**config.mk**
```make
export PLATFORM = sky130hd
export DESIGN_NAME = tuple_replay_reader
export DESIGN_NICKNAME = d
export VERILOG_FILES = /design/src/rtl/tuple_replay_reader.sv
export SDC_FILE = /design/constraint.sdc
export NUM_CORES = 2
export LEC_CHECK = 0
export ABC_AREA = 1
export BUFFER_PORTS_ARGS = -buffer_cell sky130_fd_sc_hd__buf_2
export CELL_PAD_IN_SITES_DETAIL_PLACEMENT = 1
export CELL_PAD_IN_SITES_GLOBAL_PLACEMENT = 2
export CORE_MARGIN = 1.5
export CORE_UTILIZATION = 35
export DETAILED_ROUTE_END_ITERATION = 10
export PLACE_DENSITY = 0.65
export SYNTH_ARGS = -nofsm -noshare
export SYNTH_HDL_FRONTEND = slang
export SYNTH_SLANG_ARGS = --single-unit
```
**constraint.sdc**
```tcl
create_clock -name clk -period 7.3 [get_ports clk]
set_input_delay 1.095 -clock clk [delete_from_list [all_inputs] [get_ports clk]]
set_output_delay 1.095 -clock clk [all_outputs]
set_load 0.02 [all_outputs]
```
**src/rtl/tuple_replay_reader.sv**
```systemverilog
// Replay reader: reissues QDR reads over the stored tuple region for a number of passes and
// streams the returned records out as 5-tuple + pkt_len behind a credit-controlled buffer.
module tuple_replay_reader #(
  parameter int unsigned MEM_ADDR_WIDTH     = 19,
  parameter int unsigned MEM_DATA_WIDTH     = 144,
  parameter int unsigned PKT_TUPLE_WIDTH    = 104,
  parameter int unsigned PKT_LEN_WIDTH      = 16,
  parameter int unsigned REPLAY_COUNT_WIDTH = 32,
  parameter int unsigned BUF_DEPTH          = 16
) (
  input  logic                          clk,
  input  logic                          rst,
  input  logic                          cal_done,
  input  logic                          sw_rst,
  input  logic                          start_replay,
  input  logic                          stop_replay,
  input  logic [REPLAY_COUNT_WIDTH-1:0] replay_count,
  input  logic [MEM_ADDR_WIDTH-1:0]     mem_addr_high,
  output logic                          app_rd_cmd,
  output logic [MEM_ADDR_WIDTH-1:0]     app_rd_addr,
  input  logic [MEM_DATA_WIDTH-1:0]     app_rd_data,
  input  logic                          app_rd_valid,
  output logic [PKT_TUPLE_WIDTH-1:0]    fivetuple_data_out,
  output logic [PKT_LEN_WIDTH-1:0]      pkt_len_out,
  output logic                          tuple_out_vld,
  input  logic                          tuple_out_ready,
  output logic                          replay_busy,
  output logic                          replay_done
);

  localparam int unsigned PtrW   = $clog2(BUF_DEPTH);
  localparam int unsigned CntW   = PtrW + 1;
  localparam int unsigned SumW   = CntW + 1;
  localparam int unsigned StoreW = PKT_TUPLE_WIDTH + PKT_LEN_WIDTH;

  typedef enum logic [2:0] {StIdle, StRead, StDrain, StDone, StFlush} state_e;

  state_e                        state_q, state_d;
  logic                          start_prev_q;
  logic [MEM_ADDR_WIDTH-1:0]     addr_q, addr_d, addr_lim_q, addr_lim_d;
  logic [REPLAY_COUNT_WIDTH-1:0] pass_q, pass_d, pass_lim_q, pass_lim_d;
  logic [CntW-1:0]               outstanding_q, outstanding_d, count_q, count_d;
  logic [PtrW-1:0]               wr_ptr_q, wr_ptr_d, rd_ptr_q, rd_ptr_d;
  logic                          cmd_q, cmd_d, done_q, done_d;
  logic [MEM_ADDR_WIDTH-1:0]     rd_addr_q, rd_addr_d;
  logic [StoreW-1:0]             fifo_mem_q [BUF_DEPTH];
  logic [StoreW-1:0]             head_word;
  logic                          start_edge, credit_ok, issue, ret, push, pop;
  logic                          unused_hi_bits;

  assign start_edge = start_replay & ~start_prev_q;
  // Outstanding reads already own a buffer slot, so they count against the depth.
  assign credit_ok  = ({1'b0, outstanding_q} + {1'b0, count_q}) < SumW'(BUF_DEPTH);
  assign ret        = app_rd_valid && (outstanding_q != '0);

  always_comb begin
    state_d    = state_q;
    addr_d     = addr_q;
    addr_lim_d = addr_lim_q;
    pass_d     = pass_q;
    pass_lim_d = pass_lim_q;
    count_d    = count_q;
    wr_ptr_d   = wr_ptr_q;
    rd_ptr_d   = rd_ptr_q;
    rd_addr_d  = rd_addr_q;
    cmd_d      = 1'b0;
    done_d     = 1'b0;
    issue      = 1'b0;
    push       = 1'b0;
    pop        = 1'b0;
    if (sw_rst) begin
      state_d  = StFlush;
      addr_d   = '0;
      pass_d   = '0;
      count_d  = '0;
      wr_ptr_d = '0;
      rd_ptr_d = '0;
    end else begin
      unique case (state_q)
        StIdle: begin
          if (start_edge && cal_done) begin
            if (mem_addr_high != '0) begin
              addr_lim_d = mem_addr_high;
              pass_lim_d = replay_count;
              addr_d     = '0;
              pass_d     = '0;
              state_d    = StRead;
            end else begin
              done_d = 1'b1;
            end
          end
        end
        StRead: begin
          if (stop_replay) begin
            state_d = StDrain;
          end else if (credit_ok) begin
            issue     = 1'b1;
            cmd_d     = 1'b1;
            rd_addr_d = addr_q;
            if (addr_q == addr_lim_q - MEM_ADDR_WIDTH'(1)) begin
              addr_d = '0;
              pass_d = pass_q + REPLAY_COUNT_WIDTH'(1);
              if ((pass_lim_q != '0) && (pass_q + REPLAY_COUNT_WIDTH'(1) == pass_lim_q)) begin
                state_d = StDrain;
              end
            end else begin
              addr_d = addr_q + MEM_ADDR_WIDTH'(1);
            end
          end
        end
        StDrain: if ((outstanding_q == '0) && (count_q == '0)) state_d = StDone;
        StDone: begin
          done_d  = 1'b1;
          state_d = StIdle;
        end
        StFlush: if (outstanding_q == '0) state_d = StIdle;
        default: state_d = StIdle;
      endcase
      // Returns arriving while flushing belong to the aborted replay and are dropped.
      push     = ret && (state_q != StFlush);
      pop      = tuple_out_vld && tuple_out_ready;
      wr_ptr_d = wr_ptr_q + PtrW'(push);
      rd_ptr_d = rd_ptr_q + PtrW'(pop);
      count_d  = count_q + CntW'(push) - CntW'(pop);
    end
    outstanding_d = outstanding_q + CntW'(issue) - CntW'(ret);
  end

  always_ff @(posedge clk or posedge rst) begin
    if (rst) begin
      state_q       <= StIdle;
      start_prev_q  <= 1'b0;
      addr_q        <= '0;
      addr_lim_q    <= '0;
      pass_q        <= '0;
      pass_lim_q    <= '0;
      outstanding_q <= '0;
      count_q       <= '0;
      wr_ptr_q      <= '0;
      rd_ptr_q      <= '0;
      cmd_q         <= 1'b0;
      rd_addr_q     <= '0;
      done_q        <= 1'b0;
    end else begin
      state_q       <= state_d;
      start_prev_q  <= start_replay;
      addr_q        <= addr_d;
      addr_lim_q    <= addr_lim_d;
      pass_q        <= pass_d;
      pass_lim_q    <= pass_lim_d;
      outstanding_q <= outstanding_d;
      count_q       <= count_d;
      wr_ptr_q      <= wr_ptr_d;
      rd_ptr_q      <= rd_ptr_d;
      cmd_q         <= cmd_d;
      rd_addr_q     <= rd_addr_d;
      done_q        <= done_d;
    end
  end

  always_ff @(posedge clk) begin
    if (push) fifo_mem_q[wr_ptr_q] <= app_rd_data[StoreW-1:0];
  end

  assign unused_hi_bits     = ^app_rd_data[MEM_DATA_WIDTH-1:StoreW];
  assign head_word          = fifo_mem_q[rd_ptr_q];
  assign fivetuple_data_out = head_word[PKT_TUPLE_WIDTH-1:0];
  assign pkt_len_out        = head_word[StoreW-1:PKT_TUPLE_WIDTH];
  assign tuple_out_vld      = (count_q != '0);
  assign app_rd_cmd         = cmd_q;
  assign app_rd_addr        = rd_addr_q;
  assign replay_busy        = (state_q != StIdle);
  assign replay_done        = done_q;

endmodule

```
After elaboration in Yosys (flattened, before gate mapping)
Memory sizes are Yosys's and may differ from the RTL's. Index checks and enable logic that the tools add are counted.

Register bits after elaboration: 145. Bits in latches: 0. Memory bits (writable): 1920. Memory bits (read-only): 0. Bits of input ports: 203. Output and inout bits: 143. Logic and storage cells: 104. Memories kept: 1.

Memories: fifo_mem_q (words 16, bits a word 120, rd ports 1, clocked after memory_dff 0, write ports 1, RTL line 46) `logic [StoreW-1:0] fifo_mem_q [BUF_DEPTH];`.

Add/sub/neg operators: 10. Multipliers: 0. Div/mod/pow operators: 0. $lt $le $gt $ge: 1. Eq/ne operators: 17. Shift-type cells: 0. Muxes and demuxes: 38. Bitwise logic cells: 4. Reductions and logical operators: 20.

Operators with widths (number): 32-bit 2-to-1 mux (6); 19-bit 2-to-1 mux (6); 32-bit case mux with 2 select lines (1); 19-bit case mux with 2 select lines (1); 32-bit by 1-bit adder with 32-bit output, second input constant (1); 32-bit == test (1); 32-bit nonzero test (1); 3-bit 2-to-1 mux (9); 3-bit != test, second input constant (8); 19-bit by 1-bit adder with 19-bit output, second input constant (1); 19-bit == test (1); 19-bit nonzero test (1); 19-bit by 1-bit subtractor with 19-bit output, second input constant (1); 4-bit != test, second input constant (3); 3-bit case mux with 4 select lines (1); 5-bit by 1-bit adder with 5-bit output (2); 5-bit zero test (2); 1-bit 2-to-1 mux (10); 5-bit nonzero test (2); 5-bit by 1-bit subtractor with 5-bit output (2); 4-bit by 1-bit adder with 4-bit output (2); 4-bit 2-to-1 mux (2); 4-bit AND reduction (2); 7-bit AND reduction (1); 14 further kinds (23).

Depth between registers and ports, before layout
Depth in word-level cells: 9. Gate-level depth with buffers: 18.

Worst setup path after synthesis
OpenSTA, ideal clock, no wires.

Path kind: input to register. From: input port app_rd_valid. To: memory fifo_mem_q[0][0] in the netlist's numbering (enable). Arrival: 6.670 ns. Path slack: 0.029 ns. Stages: 6. Buffers on the path: 0. Cell sequence: inv_1 -> nor2_1 -> nand2_1 -> nor2_1 -> nand3_1 -> nor2_1.

Word-level cells in the longest chain between the ends: 5.

RTL lines: start, declared (RTL line 22) `input logic app_rd_valid,`; 1-bit logical AND (RTL line 54) `assign ret = app_rd_valid && (outstanding_q != '0);`; 1-bit logical AND (RTL line 120) `push = ret && (state_q != StFlush);`; 1-bit 2-to-1 mux (RTL line 71) `if (sw_rst) begin`; 1-bit 2-to-1 mux (RTL line 162) `if (push) fifo_mem_q[wr_ptr_q] <= app_rd_data[StoreW-1:0];`; 1-bit 2-to-1 mux (not written as such) (RTL line 162); end, declared (RTL line 46).

Every way passes these cells.

Worst setup path after layout
From: register rd_ptr_q[2]. To: output port fivetuple_data_out[83].

Word-level cells in the longest chain between the ends: 1.

RTL lines: start, declared (RTL line 43) `logic [PtrW-1:0] wr_ptr_q, wr_ptr_d, rd_ptr_q, rd_ptr_d;`; start signal, assigned (RTL line 154) `rd_ptr_q <= rd_ptr_d;`; memory 16 x 120 bit; end, declared (RTL line 23) `output logic [PKT_TUPLE_WIDTH-1:0] fivetuple_data_out,`.

Every way passes these cells.

==> results.sh <==
export IMPL_design_die_area_um2=246000
export IMPL_setup_viol=0
export IMPL_max_vdd_ir_drop_v=0.000233
export IMPL_mostFrequentLayoutCell="edfxtp_1"
export IMPL_worst_endpoint_required_ns=6.20
export IMPL_worst_setup_path_endpoint="fivetuple_data_out[83]"
export IMPL_clk_root_buffer_cell="clkbuf_16"
export IMPL_critical_path_top_delay_family="buffers and inverters"
export IMPL_fin_skew_ns=0.0543
export IMPL_final_design_area_no_fill_um2=97300
export IMPL_port_buffers=321
export IMPL_dieWidth_um=496
export IMPL_layout_common_cells="edfxtp_1, inv_1, o21ai_0"
export IMPL_timing_rr_end="fifo_mem_q[13][93]"
export IMPL_status="finished clean"
export IMPL_placement_cell_area_um2=90100
export IMPL_drc_errors=0
export IMPL_ys_seq_area_share_pct=72.2
export IMPL_clock_insertion_delay_worst_skew_ns=0.86
export IMPL_initial_core_util_pct=35.3
export IMPL_cts_repair_resized=0
export IMPL_synthDominantAreaCellType="edfxtp_1"
export IMPL_postSynthCellCount=6280
export IMPL_rsz0062_at_grt="false"
export IMPL_cts_tree="built"
export IMPL_die_y_um=496
export IMPL_rows=180
export IMPL_static_leakage_power_nw=33.6
export IMPL_gpl_final_weighted_congestion=0.758
export IMPL_flow_area_growth_from_synthesis_pct=14.7
export IMPL_drt_pass1_iter_count=5
export IMPL_cts_buffers=224
export IMPL_mappedNetlistArea_um2=84900
export IMPL_grt_overflow=0
export IMPL_dominantRegCellSynth="edfxtp_1"
export IMPL_r2r_start="outstanding_q[2]"
export IMPL_worstSetupPathDepth=6
export IMPL_post_cts_buffers=0
export IMPL_clock_slew_at_the_register_clock_pins_of_the_worst_setup_and_hold_paths_ns=0.06
export IMPL_synth_yosys_warnings=0
export IMPL_detail_route_iter0_violations=3147
export IMPL_synth_async_sr_flop_share_pct=7.02
export IMPL_worst_ep_arrival_time_ns=4.05
export IMPL_hold_class="input pin to asynchronous set/reset pin"
export IMPL_startpoint="rd_ptr_q[2]"
export IMPL_max_stage_delay_ns=0.91
export IMPL_postCtsHoldBufs=0
export IMPL_post_synth_cell_area_avg_um2=13.5
export IMPL_timing_fmax_mhz=194
export IMPL_final_nets=6760
export IMPL_fraction_of_final_layout_cells_with_drive_strength_greater_than_1_pct=12.1
export IMPL_timing_slew_headroom_pct=20.3
export IMPL_dr_total_vias=51243
export IMPL_critPathMaxFanout=50
export IMPL_post_synth_top_area_fraction_pct=67.9
export IMPL_first_global_vias=52691
export IMPL_final_fill_count=24687
export IMPL_report_final_slew_viol_count=0
export IMPL_antenna_left=0
export IMPL_grt_util_all_layers_pct=19.3
export IMPL_first_pass_grt_wire_length_mm=351
export IMPL_totalNegativeSetupSlack_ns=0
export IMPL_min_period_over_period_pct=70.5
export IMPL_timing_reg2reg_setup_slack_ns=3.35
export IMPL_multi_input_area_um2=19800
export IMPL_cp_slowest_cell="dfrtp_4"
export IMPL_clock_path_buffers=3
export IMPL_synth_cell_type_count=48
export IMPL_crit_buf_inv=3
export IMPL_ios=346
export IMPL_cap_viol_max_count=0
export IMPL_pwrdens_nw_per_um2=319
export IMPL_initial_antenna_violation_count=57
export IMPL_synth_edff_count=1920
export IMPL_hold_viol_final=0
export IMPL_yosys_reg_bits=2065
export IMPL_drt_total_wl_mm=240
export IMPL_critical_path_startpoint_type="register"
export IMPL_crit_chain="buf_4, buf_4, o211ai_1, o211ai_1, nand2_1, buf_2"
export IMPL_area_sequential_um2=61300
export IMPL_core_um2=241000
export IMPL_cts_sinks=2065
export IMPL_routed_wire_length_per_instance_um=24.2
export IMPL_viasPerCell=5.17
export IMPL_max_slew_worst_pin_slew_ns=1.19
export IMPL_yosys_top_cells_area="edfxtp_1, mux2i_1, dfrtp_1, o211ai_1, o21ai_0"
export IMPL_cts_htree_levels=4
export IMPL_setup_worst_path_class="register to primary output"
export IMPL_critPathCaptureType="primary output"
export IMPL_synth_fp_nets=6508
export IMPL_period_needed_ns=5.14
export IMPL_ff2ff_path_depth=10
export IMPL_grt_max_degree=193
export IMPL_place_detailed_hpwl_mm=122
[where the power goes]
part	total, mW	switching, mW	internal (mW)
Sequential	13.3	0.221	13.1
Clock	11.1	4.84	6.31
Combinational	6.59	4.33	2.27
[synth_stat cells (4+ instances only)]
cell type  count
o21ai_0      631
xnor2_1       11
inv_1        642
o31ai_2       21
buf_4          4
edfxtp_1    1920
nand4_1       21
nor2_1       176
inv_2          5
nor4_1         4
o211ai_1     480
mux2i_1      480
clkbuf_1     234
buf_1         42
ha_1          23
nand2_2       10
mux2_2        12
nor2_2        14
or2_2          4
dfrtp_1      145
nor3_1        11
nand3b_1       7
o21ai_1       13
nor3_2         4
buf_2         92
nand2_1      460
nor2_4         6
xor2_1        21
and3_1        12
nand3_1      217
a21oi_1      528
[flip-flops by register name (all words and copies together), names as in the netlist, 5 cells and up]
name	count
count_q	5
outstanding_q	5
addr_q	19
pass_lim_q	32
app_rd_addr	19
addr_lim_q	19
fifo_mem_q	1920
pass_q	32
[cell type report]
cell class	instances	area share (%)
tap	3185	4.09
clock buffer	295	6.09
timing repair buffer	401	2.67
multi-input combinational	3192	20.3
clock inverter	122	1.33
inverter	648	2.53
antenna	8	0.0206
sequential	2065	63.0
[through the flow]
stage / hold slack, ns / utilization (%) / total power, mW / worst slack (ns) / instances
final: 0.305 / 40.4 / 31.1 / 2.16 / 9916
after global routing: 0.336 / 40.4 / 32.5 / 1.93 / 9914
after CTS: 0.316 / 40.4 / 31.5 / 2.03 / 9908
after detailed placement: 0.478 / 37.4 / 20.3 / 2.64 / 9491
after global placement: 0.484 / 37.4 / 20.2 / 2.58 / 9491
after floorplan: 0.472 / - / 18.2 / 0.0287 / 6280
[per-layer routing]
| metal | part of all wire [%] | global-route usage [%] |
|---|---|---|
| met3 | 4.2 | 3.53 |
| met5 | 0.11 | 0 |
| met2 | 48 | 32.2 |
| met4 | 2.3 | 4.98 |
| met1 | 45 | 25.9 |
[cells by family (layout without fill, tap and decap cells)]
group           Yosys count  count (layout)  synth area share, %
compound gates         1682            1682                 11.5
xor+xnor                 34              34                0.383
flops                  2065            2065                 72.2
other cells               0               8                    0
fa+ha+maj                25              25                0.386
mux                     492             492                 5.82
buf+inv                1023            1466                 4.70
simple gates            959             959                 4.99
[worst register-to-register path, delay by kind of cell, from the launching register on]
| family | cells | cell delay (ns) |
|---|---|---|
| adder cells (fa/ha/maj) | 1 | 0.20 |
| buffers and inverters | 3 | 0.86 |
| flip-flops | 1 | 0.40 |
| AND/OR/NAND/NOR | 6 | 2.08 |
[worst min-delay path by stage]
stage                   start        endpoint  slack, ns  cells past startpoint
6_report                  rst  addr_lim_q[18]       0.31                      2
5_1_grt          start_replay    start_prev_q       0.34                      1
4_1_cts                   rst  addr_lim_q[18]       0.32                      2
3_5_place_dp   app_rd_addr[7]  app_rd_addr[7]       0.48                      2
3_3_place_gp   app_rd_addr[5]  app_rd_addr[5]       0.48                      2
2_1_floorplan      pass_q[31]      pass_q[31]       0.47                      2
Power figures use the tool's default switching activity.
